## src/rtl/regfile_writeback_unit.sv

```systemverilog
// Architectural register file and predicate-status bit, written from the writeback
// bundle, with zero-latency bypassed reads and a retired-bundle counter.
module regfile_writeback_unit #(
    parameter int DATA_W   = 16,
    parameter int NUM_REGS = 16,
    parameter int ADDR_W   = $clog2(NUM_REGS),
    parameter bit ZERO_REG = 1'b1,
    parameter int CNT_W    = 32
) (
    input  logic              clk,
    input  logic              n_rst,
    input  logic              wb_valid,
    input  logic              wb_use_rw,
    input  logic [ADDR_W-1:0] wb_rw_addr,
    input  logic [DATA_W-1:0] wb_data,
    input  logic              wb_write_ps,
    input  logic              wb_ps,
    input  logic [ADDR_W-1:0] ra_addr,
    input  logic [ADDR_W-1:0] rt_addr,
    output logic [DATA_W-1:0] ra_data,
    output logic [DATA_W-1:0] rt_data,
    output logic              ps,
    output logic [CNT_W-1:0]  retire_cnt
);

    logic [DATA_W-1:0] regs [NUM_REGS];
    logic              ps_q;
    logic              wr_en;
    logic              ps_en;

    function automatic logic addr_ok(input logic [ADDR_W-1:0] a);
        logic in_range;
        logic is_zero;
        in_range = (32'(a) < NUM_REGS);
        is_zero  = ZERO_REG && (a == '0);
        return in_range && !is_zero;
    endfunction

    assign wr_en = wb_valid && wb_use_rw && addr_ok(wb_rw_addr);
    assign ps_en = wb_valid && wb_write_ps;

    always_ff @(posedge clk or negedge n_rst) begin
        if (!n_rst) begin
            for (int i = 0; i < NUM_REGS; i++) begin
                regs[i] <= '0;
            end
            ps_q       <= 1'b0;
            retire_cnt <= '0;
        end else begin
            if (wr_en) begin
                regs[wb_rw_addr] <= wb_data;
            end
            if (ps_en) begin
                ps_q <= wb_ps;
            end
            if (wb_valid) begin
                retire_cnt <= retire_cnt + 1'b1;
            end
        end
    end

    // R0 (when hardwired) and out-of-range addresses read 0 even under bypass.
    function automatic logic [DATA_W-1:0] port_read(input logic [ADDR_W-1:0] a);
        logic [DATA_W-1:0] val;
        val = '0;
        if (n_rst && addr_ok(a)) begin
            if (wr_en && (wb_rw_addr == a)) begin
                val = wb_data;
            end else begin
                val = regs[a];
            end
        end
        return val;
    endfunction

    always_comb begin
        ra_data = port_read(ra_addr);
        rt_data = port_read(rt_addr);
        ps      = 1'b0;
        if (n_rst) begin
            ps = ps_en ? wb_ps : ps_q;
        end
    end

endmodule
```

## config.mk

```make
export PLATFORM = sky130hd
export DESIGN_NAME = regfile_writeback_unit
export DESIGN_NICKNAME = d
export VERILOG_FILES = /design/src/rtl/regfile_writeback_unit.sv
export SDC_FILE = /design/constraint.sdc
export NUM_CORES = 1
export LEC_CHECK = 0
export CORE_AREA = 4 4 166 168
export CTS_CLUSTER_SIZE = 24
export DETAILED_ROUTE_END_ITERATION = 8
export DIE_AREA = 0 0 170 172
export PLACE_DENSITY_LB_ADDON = 0.15
export SYNTH_ARGS = -nofsm -noshare
export SYNTH_HDL_FRONTEND = slang
export SYNTH_SLANG_ARGS = --single-unit
```

## constraint.sdc

```tcl
create_clock -name clk -period 2.5 [get_ports clk]
set_input_delay 0.5 -clock clk [delete_from_list [all_inputs] [get_ports clk]]
set_output_delay 0.5 -clock clk [all_outputs]
set_load 0.005 [all_outputs]
```

==> summary.md <==
| Metric | Value |
|---|---|
| Status | complete, but fails checks |
| Failing checks | setup timing |
| Fraction of layout cells with a size suffix above 1 | 0.515 |
| Cell with the most instances after synthesis | dfrtp_1 |
| Area leader, netlist | dfrtp_1 |
| Fmax | 0.351 GHz |
| Final hold vios | 0 |
| TritonCTS buffer count | 31 |
| Synth top cells by count | 289 x dfrtp_1, 198 x mux2_2, 128 x mux2i_1 |
| Leakage | 0.00899 µW |
| Via count | 11700 |
| Pwr dens | 723 nW/µm² |
| Maxcap violations | 0 |
| Final instance area | 20700 µm² |
| # diodes | 0 |
| Crit. End Element | primary output |
| Worst-skew pair later-pin latency | 0.57 ns |
| Slew Limit Fails | 0 |
| Die H | 172 µm |
| HPWL after DPL | 29300 µm |
| Main synth FF type | dfrtp_1 |
| Sequential area share after synthesis | 0.466 |
| Die X | 170 µm |
| Vias in the first global route | 12400 |
| Slew headroom | 0.433 |
| Final clock skew | 0.0184 ns |
| Post-route antenna net violation count | 0 |
| Largest net degree at the start of global routing | 155 |
| Top sig layer | met5 |
| WL met3 | 4160 µm |
| CTS tree | built |
| Area added between synthesis and finish | 33.4% |
| GRT overflow | 0 |
| Total Power | 15000 µW |
| GRT Total Usage | 0.326 |
| Port Buffer Count | 98 |
| Max Root-Sink Buffers | 3 |
| Measured slew at the worst slew-check pin | 0.851 ns |
| Cell area after synthesis | 15500 µm² |
| Unrepaired setup endpoints after global routing | true |
| H-tree Lvls | 1 |
| I/O pins | 99 |
| Routed length on met2 | 23500 µm |
| Drt total wl | 49500 µm |
| Top cell type's share of synthesized area | 0.466 |
| Clock-pin transition on the worst setup and hold timing paths | 0.06 ns |
| CTS Sinks | 289 |
| Fraction of registers with async set/reset | 1.00 |
| Global-route wire length before repair | 73800 µm |
| Die Area | 29200 µm² |
| Critical setup path kind | reg -> out |
| Mapped Avg Cell Area | 13.3 µm² |
| Wire per inst | 28.5 µm |
| Cell variety after synth | 42 |
| Drt initial violations | 1268 |
| Dpl cell area | 17900 µm² |
| Worst EP required | 2.00 ns |
| Crit-path max FO | 3 |
| Clk Tree Root Cell | clkbuf_16 |
| Mapped Nets | 1205 |
| Setup slack after layout | -0.350 ns |
| Synth top area cells | dfrtp_1 47%, mux2_2 14%, mux4_2 9.3% |
| First-pass iteration count of the detailed router | 5 |
| Core Footprint | 25900 µm² |
| Post-synth EDFFs | 0 |
| DRC | 0 |
| Initial antenna violation count | 1 |
| Worst min path class | in -> async |
| Worst vdd ir | 0.728 mV |
| Via-to-Cell Ratio | 6.77 |
| Routability cong. | 0.924 |
| Period minus WS final | 2.85 ns |
| Synth warnings | 0 |
| #FFs+latches synth | 289 |
| Nets | 1411 |
| Initial core utilization | 0.599 |
| CP arrival | 2.35 ns |
| Final Cycle Share | 1.14 |
| Row count | 59 |
| Post-Synthesis Cells | 1170 |
| CP startpoint kind | flop |
| # setup viols final | 32 |
| Wl on met1 | 19200 µm |
-- worst paths after layout --
path,from,to,slack (ns),cells after the start
min,n_rst,retire_cnt[2]$_DFFE_PN0P_,0.14,3
max in group asynchronous,n_rst,regs[12]$_DFFE_PN0P_,1.63,3
max,regs[30]$_DFFE_PN0P_,rt_data[14],-0.35,5
min in group clk,regs[240]$_DFFE_PN0P_,regs[240]$_DFFE_PN0P_,0.40,0
max reg2reg,retire_cnt[0]$_DFFE_PN0P_,retire_cnt[24]$_DFFE_PN0P_,0.71,6
min reg2reg,regs[240]$_DFFE_PN0P_,regs[240]$_DFFE_PN0P_,0.40,0
-- power breakdown --
group          total, µW  switching (µW)  leakage (µW)  internal [µW]
Combinational       3550            1590       0.00469           1960
Clock               5170            2000      0.000562           3170
Sequential          6250             748       0.00374           5500
Total              15000            4340       0.00899          10600
-- worst max-delay path, stage by stage (launching register included) --
cell      delay, ns
dfrtp_1        0.42
mux4_2         0.51
mux2_4         0.31
a211oi_4       0.29
a21oi_2        0.11
buf_2          0.15
-- layout make-up --
type / instances / area (µm²)
timing repair buffer: 294 / 3060
multi-input combinational: 760 / 8850
fill: 1344 / 5200
sequential: 289 / 7230
tap: 335 / 419
clock buffer: 41 / 873
clock inverter: 16 / 269
-- stage by stage --
step	setup TNS [ns]	util	setup slack (ns)	instances	hold WS, ns
after floorplan	0	-	0.136	1170	0.204
after global placement	-28.21	0.690	-0.937	1628	0.297
after detailed placement	-28.32	0.690	-0.938	1628	0.297
after CTS	-1.73	0.780	-0.232	1730	0.239
after global routing	-6.05	0.799	-0.357	1735	0.279
final	-5.36	0.799	-0.350	1735	0.143
-- registers in the layout, summed over array words and instances, names as in the netlist --
name        cells
retire_cnt     32
regs          256
ps_q            1
-- cells by family (layout without fill, tap and decap cells) --
family,after synthesis,count (layout),share of synthesized area
fa+ha+maj,1,1,0.000806
compound gates,162,162,0.0704
flops,289,289,0.466
mux,436,436,0.357
simple gates,120,122,0.0459
xor+xnor,39,39,0.0220
buf+inv,123,351,0.0378
-- placed cells by master (no fill, tap or decap), types with 4 or more instances in the layout --
cell type        Yosys  routed
a211oi_2             0       5
a211oi_4             0      27
a31oi_1             30       8
a31oi_2              0      17
a31oi_4              0       5
and3_1               5       5
and4_1               6       6
buf_12               0      45
buf_16               0       5
buf_2               46      35
buf_4               14     123
buf_6                2      23
buf_8                0       8
bufinv_16            0       7
clkbuf_1            58       4
clkbuf_16            0      31
clkbuf_8             0       6
clkdlybuf4s50_1      0      51
clkinv_2             0       5
dfrtp_1            289     289
mux2_1              26      26
mux2_2             198     196
mux2_4              20      22
mux2i_1            128     115
mux2i_2              0      11
mux4_2              64      64
nand2_1             12      12
nand3_1             43      42
nand4_1             12      12
nor2_1               9       9
o22ai_1             64      34
o22ai_2              0      26
o22ai_4              0       4
o31ai_1             32      10
o31ai_2              0      12
o31ai_4              0      10
or3b_4               0       4
xnor2_1             32      29
xor2_1               7       7
-- metal layers --
layer / GRT usage / vias up
met5: 0 / -
met1: 0.442 / 6030
li1: - / 4868
met2: 0.521 / 640
met3: 0.0743 / 205
met4: 0.126 / 2
-- timing repair --
item | in CTS | in global routing
resized for setup | 331 | 82
pin swaps | 70 | 20
setup buffers | 37 | 5
endpoints found under the hold margin | 5 | 0
endpoints found under the setup margin | 33 | 33
gates cloned | 7 | 0
hold buffers | 2 | 0
(Power assumes the default switching activity.)
